[src/rtl/pixel_xform_pkg.sv]
// Shared types and CSR layout for the pixel transform DMA engine.
package pixel_xform_pkg;

    typedef enum logic [2:0] {
        IDLE    = 3'd0,
        RD_REQ  = 3'd1,
        RD_WAIT = 3'd2,
        WR_REQ  = 3'd3,
        DONE    = 3'd4
    } state_t;

    typedef enum logic [1:0] {
        PASS    = 2'd0,
        INVERT  = 2'd1,
        ADD_SAT = 2'd2,
        THRESH  = 2'd3
    } mode_t;

    localparam logic [1:0] CSR_CTRL  = 2'd0;
    localparam logic [1:0] CSR_SRC   = 2'd1;
    localparam logic [1:0] CSR_DST   = 2'd2;
    localparam logic [1:0] CSR_COUNT = 2'd3;

    // CTRL write fields
    localparam int CTRL_START_BIT = 0;
    localparam int CTRL_IRQEN_BIT = 1;
    localparam int CTRL_MODE_LSB  = 8;
    localparam int CTRL_K_LSB     = 16;

    // STATUS read fields (mode and k share the CTRL positions)
    localparam int STAT_BUSY_BIT  = 0;
    localparam int STAT_DONE_BIT  = 1;
    localparam int STAT_IRQEN_BIT = 2;

endpackage

[src/rtl/pixel_xform_lane.sv]
// Combinational transform of one 8-bit pixel.
module pixel_xform_lane
    import pixel_xform_pkg::*;
(
    input  logic [7:0] p,
    input  logic [7:0] k,
    input  mode_t      mode,
    output logic [7:0] q
);

    logic [8:0] sum;

    always_comb begin
        sum = {1'b0, p} + {1'b0, k};
        case (mode)
            PASS:    q = p;
            INVERT:  q = ~p;
            ADD_SAT: q = sum[8] ? 8'hFF : sum[7:0];
            THRESH:  q = (p >= k) ? 8'hFF : 8'h00;
            default: q = p;
        endcase
    end

endmodule

[src/rtl/pixel_xform_dma.sv]
// Avalon-MM pixel transform engine: reads source words, transforms each byte,
// writes results to the destination buffer, one read outstanding at a time.
//
//   state   | meaning
//   --------+------------------------------------------------
//   IDLE    | waiting for a CTRL write with start=1
//   RD_REQ  | m_read asserted at src_ptr until accepted
//   RD_WAIT | waiting for m_readdatavalid, captures transform
//   WR_REQ  | m_write asserted at dst_ptr until accepted
//   DONE    | one cycle; done set, busy clear
module pixel_xform_dma
    import pixel_xform_pkg::*;
#(
    parameter int ADDR_W      = 32,
    parameter int MAX_COUNT_W = 16
) (
    input  logic              clk,
    input  logic              rst,
    input  logic [1:0]        s_address,
    input  logic              s_read,
    input  logic              s_write,
    input  logic [31:0]       s_writedata,
    output logic [31:0]       s_readdata,
    output logic [ADDR_W-1:0] m_address,
    output logic              m_read,
    output logic              m_write,
    output logic [31:0]       m_writedata,
    output logic [3:0]        m_byteenable,
    input  logic [31:0]       m_readdata,
    input  logic              m_readdatavalid,
    input  logic              m_waitrequest,
    output logic              irq
);

    state_t                 state_q, state_d;
    logic [ADDR_W-1:0]      src_q, src_d, dst_q, dst_d;
    logic [ADDR_W-1:0]      src_ptr_q, src_ptr_d, dst_ptr_q, dst_ptr_d;
    logic [MAX_COUNT_W-1:0] count_q, count_d, remain_q, remain_d;
    mode_t                  mode_q, mode_d;
    logic [7:0]             k_q, k_d;
    logic                   irq_en_q, irq_en_d, done_q, done_d;
    logic [31:0]            data_q, data_d, rdata_q, rdata_d;
    logic [31:0]            xform_word, status_word;
    logic                   busy, ctrl_wr;

    for (genvar i = 0; i < 4; i++) begin : g_lane
        pixel_xform_lane u_lane (
            .p    (m_readdata[8*i +: 8]),
            .k    (k_q),
            .mode (mode_q),
            .q    (xform_word[8*i +: 8])
        );
    end

    assign busy    = (state_q == RD_REQ) || (state_q == RD_WAIT) || (state_q == WR_REQ);
    assign ctrl_wr = s_write && (s_address == CSR_CTRL) && !busy;

    always_comb begin
        status_word                         = '0;
        status_word[STAT_BUSY_BIT]          = busy;
        status_word[STAT_DONE_BIT]          = done_q;
        status_word[STAT_IRQEN_BIT]         = irq_en_q;
        status_word[CTRL_MODE_LSB +: 2]     = mode_q;
        status_word[CTRL_K_LSB +: 8]        = k_q;
    end

    always_comb begin
        state_d   = state_q;
        src_d     = src_q;
        dst_d     = dst_q;
        count_d   = count_q;
        src_ptr_d = src_ptr_q;
        dst_ptr_d = dst_ptr_q;
        remain_d  = remain_q;
        mode_d    = mode_q;
        k_d       = k_q;
        irq_en_d  = irq_en_q;
        done_d    = done_q;
        data_d    = data_q;
        rdata_d   = rdata_q;

        if (s_write && !busy) begin
            case (s_address)
                CSR_SRC:   src_d   = ADDR_W'(s_writedata);
                CSR_DST:   dst_d   = ADDR_W'(s_writedata);
                CSR_COUNT: count_d = MAX_COUNT_W'(s_writedata);
                default:   ;
            endcase
        end

        case (state_q)
            IDLE, DONE: begin
                state_d = IDLE;
                if (ctrl_wr) begin
                    done_d = 1'b0;
                    if (s_writedata[CTRL_START_BIT]) begin
                        mode_d    = mode_t'(s_writedata[CTRL_MODE_LSB +: 2]);
                        k_d       = s_writedata[CTRL_K_LSB +: 8];
                        irq_en_d  = s_writedata[CTRL_IRQEN_BIT];
                        src_ptr_d = src_q;
                        dst_ptr_d = dst_q;
                        remain_d  = count_q;
                        state_d   = (count_q == '0) ? DONE : RD_REQ;
                    end
                end
            end
            RD_REQ: begin
                if (!m_waitrequest) state_d = RD_WAIT;
            end
            RD_WAIT: begin
                if (m_readdatavalid) begin
                    data_d  = xform_word;
                    state_d = WR_REQ;
                end
            end
            WR_REQ: begin
                if (!m_waitrequest) begin
                    src_ptr_d = src_ptr_q + ADDR_W'(4);
                    dst_ptr_d = dst_ptr_q + ADDR_W'(4);
                    remain_d  = remain_q - MAX_COUNT_W'(1);
                    state_d   = (remain_q == MAX_COUNT_W'(1)) ? DONE : RD_REQ;
                end
            end
            default: state_d = IDLE;
        endcase

        // done is visible from the DONE cycle onward so irq follows the last write
        if (state_d == DONE) done_d = 1'b1;

        if (s_read) begin
            case (s_address)
                CSR_CTRL:  rdata_d = status_word;
                CSR_SRC:   rdata_d = 32'(src_q);
                CSR_DST:   rdata_d = 32'(dst_q);
                CSR_COUNT: rdata_d = 32'(count_q);
                default:   rdata_d = '0;
            endcase
        end
    end

    always_ff @(posedge clk or posedge rst) begin
        if (rst) begin
            state_q   <= IDLE;
            src_q     <= '0;
            dst_q     <= '0;
            count_q   <= '0;
            src_ptr_q <= '0;
            dst_ptr_q <= '0;
            remain_q  <= '0;
            mode_q    <= PASS;
            k_q       <= '0;
            irq_en_q  <= 1'b0;
            done_q    <= 1'b0;
            data_q    <= '0;
            rdata_q   <= '0;
        end else begin
            state_q   <= state_d;
            src_q     <= src_d;
            dst_q     <= dst_d;
            count_q   <= count_d;
            src_ptr_q <= src_ptr_d;
            dst_ptr_q <= dst_ptr_d;
            remain_q  <= remain_d;
            mode_q    <= mode_d;
            k_q       <= k_d;
            irq_en_q  <= irq_en_d;
            done_q    <= done_d;
            data_q    <= data_d;
            rdata_q   <= rdata_d;
        end
    end

    assign m_read       = (state_q == RD_REQ);
    assign m_write      = (state_q == WR_REQ);
    assign m_address    = (state_q == RD_REQ) ? src_ptr_q :
                          (state_q == WR_REQ) ? dst_ptr_q : '0;
    assign m_writedata  = data_q;
    assign m_byteenable = 4'hF;
    assign irq          = done_q & irq_en_q;
    assign s_readdata   = rdata_q;

endmodule

[config.mk]
export PLATFORM = sky130hd
export DESIGN_NAME = pixel_xform_dma
export DESIGN_NICKNAME = d
export VERILOG_FILES = /design/src/rtl/pixel_xform_pkg.sv /design/src/rtl/pixel_xform_lane.sv /design/src/rtl/pixel_xform_dma.sv
export SDC_FILE = /design/constraint.sdc
export NUM_CORES = 1
export LEC_CHECK = 0
export BUFFER_PORTS_ARGS = -buffer_cell sky130_fd_sc_hd__buf_2
export CORE_ASPECT_RATIO = 2
export CORE_MARGIN = 1.5
export CORE_UTILIZATION = 35
export CTS_BUF_LIST = sky130_fd_sc_hd__clkbuf_8 sky130_fd_sc_hd__clkbuf_16
export CTS_CLUSTER_DIAMETER = 100
export DETAILED_ROUTE_END_ITERATION = 7
export MAX_ROUTING_LAYER = met4
export PLACE_DENSITY = 0.54
export SYNTH_ARGS = -nofsm -noshare
export SYNTH_HDL_FRONTEND = slang
export SYNTH_SLANG_ARGS = --single-unit
[constraint.sdc]
create_clock -name clk -period 22.1 [get_ports clk]
set_clock_uncertainty 0.2 [all_clocks]
set_input_delay 4.42 -clock clk [delete_from_list [all_inputs] [get_ports clk]]
set_output_delay 4.42 -clock clk [all_outputs]
set_load 0.1 [all_outputs]
==> flow_metrics.tcl, run 1 <==
set metrics [dict create \
    timing.fmax_mhz 131 \
    gp_congestion 0.926 \
    vias_per_cell 5.85 \
    cap_violations 0 \
    dr.pass1.iters 5 \
    ios 175 \
    syn-mean-instance-area_sq_um 9.25 \
    yosysTopAreaCell "dfrtp_1" \
    n_fill_cell 4206 \
    initial_core_util_pct 35.4 \
    core_area_sq_mm 0.0410 \
    routedWlPerCell_um 25.9 \
    ctsResizeCount 0 \
    relSlewSlack_pct 23.2 \
    synth_top_area_share_pct 41.2 \
    clock_sinks 239 \
    drt-initial-drc-count 804 \
    cts_made_buffers 24 \
    antennaDiodeCount 0 \
    syn-cell-area_sq_mm 0.0145 \
    yosys_warnings 0 \
    p_per_area_mw_per_mm2 183 \
    synth.ff_latch_count 239 \
    clkLatencyLatePin_ns 0.55 \
    cts_root_buf "clkbuf_16" \
    grt_pass1_vias 13100 \
    status "finished clean" \
    nets 1828 \
    synth_common_cells "dfrtp_1 (239), nand2_1 (166), a21oi_1 (139)" \
    synth_edf_count 0 \
    cp_max_fo 73 \
    min_path_cells 1 \
    drt-total-wl_mm 57.8 \
    r2r_cells 8 \
    antenna_left 0 \
    die_w_um 147 \
    postCtsHoldBufs 0 \
    syn_inst 1569 \
    area_growth_pct 14.4 \
    worstPathRequired_ns 17.48 \
    synthFlopType "dfrtp_1" \
    grt_max_degree 96 \
    ys_async_sr_fraction_pct 100 \
    rows 105 \
    htreeDepth 1 \
    synth_area_leaders "dfrtp_1 (41%), mux2_2 (7.5%), ha_1 (5.9%)" \
    dpl.hpwl_mm 43.3 \
    drv_slew 0 \
    tightest_slew_ns 1.15 \
    tns_ns 0 \
    antenna_found_initial 1 \
    peakVddDrop_uv 169 \
    cts_tree "built" \
    finalCritPeriodShare_pct 34.6 \
    io_buffers 170 \
    drive_gt1_share_pct 20.6 \
    grt_usage_pct 27.7 \
    worstSetupPathType "flip-flop to primary output" \
    remaining_drc_errors 0 \
    die_h_um 291 \
    cp-start-kind "flip-flop" \
    setup_viol 0 \
    synth_cell_type_count 76 \
    utilization_pct 40.5 \
    yosysMostFrequentCell "dfrtp_1" \
    grt-ovfl-total 0 \
    clock_path_buffers 3 \
    postCtsSetupBuffers 0 \
    grt_pass1_wl_mm 85.3 \
    crit_path_end_kind "primary output" \
    hold_viol 0 \
    hp-class "flip-flop to flip-flop" \
    worst_ep_arrival_time_ns 3.02 \
    p_leak_nw 7.34 \
    dieArea_sq_mm 0.0428 \
    min_period_ns 7.64 \
    num_vias 13100 \
    rsz0062_at_grt "false" \
    ys_seq_area_share_pct 41.2 \
    clk_pin_slew_ns 0.07 \
]
==> registers in the layout, indices dropped and copies added, names as in the netlist <==
register,flops
dst_ptr_q,32
src_ptr_q,32
dst_q,32
k_q,8
s_readdata,32
remain_q,16
count_q,16
src_q,32
mode_q,2
state_q,3
done_q,1
irq_en_q,1
m_writedata,32
==> final timing paths <==
| kind | start | endpoint | slack [ns] |
|---|---|---|---|
| min in group asynchronous | rst | dst_ptr_q[20] | 3.80 |
| min reg2reg | m_writedata[11] | m_writedata[11] | 0.27 |
| max reg2reg | k_q[0] | m_writedata[16] | 18.42 |
| max | state_q[2] | m_address[9] | 14.46 |
| min | m_writedata[11] | m_writedata[11] | 0.27 |
| max in group asynchronous | rst | src_q[1] | 16.27 |
==> cell families after synthesis <==
family                     after synthesis  share of synthesized area, %
adders and majority gates               72                          6.41
muxes                                  130                          10.2
AOI/OAI and AO/OA                      449                          19.7
buffers and inverters                  145                          4.22
xor gates and xnor gates                25                          1.51
other                                    1                        0.0258
DFF                                    239                          41.2
and+or+nand+nor                        508                          16.7
==> critical path, stage by stage, from the launching register on <==
cell and delay (ns):
dfrtp_1 0.43, nand3b_1 0.22, clkinv_2 0.38, buf_4 0.69, nand2_1 0.16, nand2_1 0.12, buf_2 0.43
==> final cells by class <==
| class | instances | area (sq um) | area share (%) |
|---|---|---|---|
| clock inverters | 11 | 133 | 0.799 |
| multi-input cells | 1188 | 7950 | 47.9 |
| flip-flops and latches | 239 | 5980 | 36.0 |
| inverters | 39 | 155 | 0.935 |
| clock buffers | 30 | 694 | 4.18 |
| repair buffers | 192 | 1020 | 6.12 |
| well taps | 535 | 669 | 4.03 |
==> power by group <==
| part | switching [mW] | internal (mW) |
|---|---|---|
| combinational | 1.19 | 0.456 |
| clock | 0.188 | 0.256 |
| sequential | 0.312 | 0.638 |
==> stage by stage <==
step,cells,area (sq um),hold WS (ns),power [mW],setup WS (ns)
2_1_floorplan,1572,14500,0.242,2.12,10.92
3_3_place_gp,2193,15800,0.253,2.58,14.71
3_5_place_dp,2193,15800,0.263,2.60,14.61
4_1_cts,2234,16600,0.277,3.05,14.47
5_1_grt,2234,16600,0.303,3.20,14.26
6_report,2234,16600,0.273,3.04,14.46
==> cells in the final DEF (no fill, tap or decap), types with 30 or more instances in the layout <==
cell,instances
dfrtp_1,239
inv_1,40
nand2_1,166
buf_2,170
a22o_1,30
a21oi_1,139
nand3_1,52
mux2_2,97
a22oi_1,33
nor2_1,126
ha_1,68
o21ai_0,100
==> per-layer routing <==
metal | vias up | global-route usage (%) | routed length, um
li1 | 5965 | - | -
met1 | 6500 | 25.2 | 18300
met2 | 442 | 52.6 | 32100
met3 | 171 | 2.26 | 2010
met4 | 0 | 20.9 | 5380
met5 | - | - | 0
Power figures use the tool's default switching activity.
==> inputs of run 2 (changes only) <==
- ABC_AREA: not set -> 1
- PLACE_DENSITY: 0.54 -> 0.55
- clock period: 22.1 -> 6.8 ns (I/O delays scaled with it)
==> run 2 against run 1 <==
  * Via count increased by 22%
  * Hold slack better by 0.0025 ns
  * Sequential cell count unchanged
  * Critical endpoint is now m_address[31]
  * Largest power group unchanged
==> flow_metrics.tcl, run 2 <==
set metrics [dict create \
    status "finished clean" \
    crit_chain "nor3_2 -> inv_1 -> o22ai_1 -> buf_2" \
    num_vias 15900 \
    clock_path_buffers 3 \
    grt_pass1_vias 16100 \
    core_area_sq_mm 0.0442 \
    postCtsSetupBuffers 0 \
    drv_slew 0 \
    synth_area_leaders "dfrtp_1 (38%), nand2_1 (18%), o21ai_0 (6.5%)" \
    dr.pass1.iters 5 \
    htreeDepth 1 \
    synth_edf_count 0 \
    antenna_found_initial 1 \
    mostFrequentLayoutCell "nand2_1" \
    yosysMostFrequentCell "nand2_1" \
    hp-class "flip-flop to flip-flop" \
    relSlewSlack_pct 19.1 \
    peakVddDrop_uv 377 \
    synth_cell_type_count 52 \
    clock_sinks 239 \
    grt-ovfl-total 0 \
    post_dp_cell_area_sq_mm 0.0170 \
    ios 175 \
    cts_tree "built" \
    cp-start-kind "flip-flop" \
    gp_congestion 1.00 \
    r2r_cells 10 \
    cts_root_buf "clkbuf_16" \
    cp_max_fo 31 \
    nets 2548 \
    io_buffers 170 \
    synthFlopType "dfrtp_1" \
    initial_core_util_pct 35.5 \
    ys_seq_area_share_pct 38.2 \
    die_w_um 153 \
    die_h_um 302 \
    syn_inst 2274 \
    grt_max_degree 127 \
    clkLatencyLatePin_ns 0.57 \
    dieArea_sq_mm 0.0461 \
    crit_path_end_kind "primary output" \
    hold_viol 0 \
    area_growth_pct 14.0 \
    rsz0062_at_grt "false" \
    antenna_left 0 \
    finalCritPeriodShare_pct 70.5 \
    utilization_pct 40.4 \
    cpPeakStageDelay_ns 0.79 \
    layout_common_cells "nand2_1 (732), inv_1 (251), dfrtp_1 (239), nor2_1 (225), o21ai_0 (202)" \
    min_period_ns 4.80 \
    ctsResizeCount 0 \
    ys_async_sr_fraction_pct 100 \
    p_leak_nw 9.15 \
    tns_ns 0 \
    routedWlPerCell_um 22.2 \
    min_path_cells 2 \
    fin_area_sq_mm 0.0179 \
    synth_top_area_share_pct 38.2 \
    postCtsHoldBufs 0 \
    tightest_slew_ns 1.21 \
    setup_viol 0 \
    yosys_warnings 0 \
    worstPathRequired_ns 5.24 \
    cts_made_buffers 25 \
    timing.fmax_mhz 209 \
    dpl.hpwl_mm 50.8 \
    p_per_area_mw_per_mm2 588 \
    drt-total-wl_mm 66.2 \
    rows 109 \
    clk_pin_slew_ns 0.07 \
    vias_per_cell 5.35 \
    worst_ep_arrival_time_ns 3.24 \
    syn-cell-area_sq_mm 0.0157 \
    synth_common_cells "nand2_1 (732), inv_1 (252), dfrtp_1 (239)" \
    drive_gt1_share_pct 11.2 \
    yosysTopAreaCell "dfrtp_1" \
    slowest_stage "o22ai_1" \
    holdWs_ns 0.276 \
    syn-mean-instance-area_sq_um 6.89 \
    synth.ff_latch_count 239 \
    grt_pass1_wl_mm 98.4 \
    cap_violations 0 \
    drt-initial-drc-count 933 \
    worstSetupPathType "flip-flop to primary output" \
    grt_usage_pct 29.4 \
    remaining_drc_errors 0 \
]
-- run 2: cell count changes after synthesis, moves of 64 or more --
cell / delta
a21oi_1: -64
nand2_1: +566
inv_1: +213
nor2_1: +98
nand3_1: +87
mux2_2: -97
o21ai_0: +102
-- run 2: metal layers --
| metal | track usage, % | vias to the layer above | routed length (um) |
|---|---|---|---|
| met5 | - | - | 0 |
| met4 | 19.7 | 0 | 5130 |
| met3 | 2.56 | 197 | 2710 |
| met2 | 56.7 | 566 | 36600 |
| met1 | 27.0 | 7582 | 21700 |
| li1 | - | 7584 | - |
-- run 2: where the power goes --
group	total [mW]	internal, mW	switching, mW
registers	2.82	2.07	0.747
logic	6.21	1.42	4.79
clock network	1.48	0.812	0.663
-- run 2: worst paths after layout --
path	from	endpoint	slack, ns
max in group asynchronous	rst	count_q[6]	4.35
worst max-delay path	state_q[1]	m_address[31]	2.00
worst max register to register	k_q[5]	m_writedata[12]	3.65
worst min register to register	m_writedata[30]	m_writedata[30]	0.28
worst min-delay path	m_writedata[30]	m_writedata[30]	0.28
min in group asynchronous	rst	m_writedata[15]	0.76
-- run 2: logic make-up (layout without fill, tap and decap cells) --
group	after synthesis	count (layout)	share of synthesized area, %
AO/OA/AOI/OAI	409	409	14.8
AND/OR/NAND/NOR	1178	1178	30.8
flip-flops	239	239	38.2
buffers and inverters	351	496	8.94
adder cells (fa/ha/maj)	72	72	5.94
XOR/XNOR	24	24	1.34
other	1	5	0.0239
-- run 2: stage by stage --
step | instances | power (mW) | setup WS, ns
after floorplan | 2277 | 7.19 | 0.955
after global placement | 2932 | 8.98 | 2.69
after detailed placement | 2932 | 9.03 | 2.68
after CTS | 2977 | 10.5 | 2.07
after global routing | 2978 | 11.2 | 2.01
final | 2978 | 10.5 | 2.00
-- run 2: area by class of cell --
type / count / area [sq um]
multi-input cells: 1687 / 8300
repair buffers: 190 / 1040
fillers: 4809 / 26300
clock inverters: 15 / 159
clock buffers: 30 / 694
inverters: 261 / 986
diodes: 1 / 2.50
flip-flops and latches: 239 / 5980
well taps: 555 / 694
-- run 2: worst max-delay path: cells and delay by family, from the launching register on --
kind | cells | cell delay, ns
simple gates | 1 | 0.32
compound gates | 1 | 0.79
buf+inv | 2 | 1.13
flops | 1 | 0.42
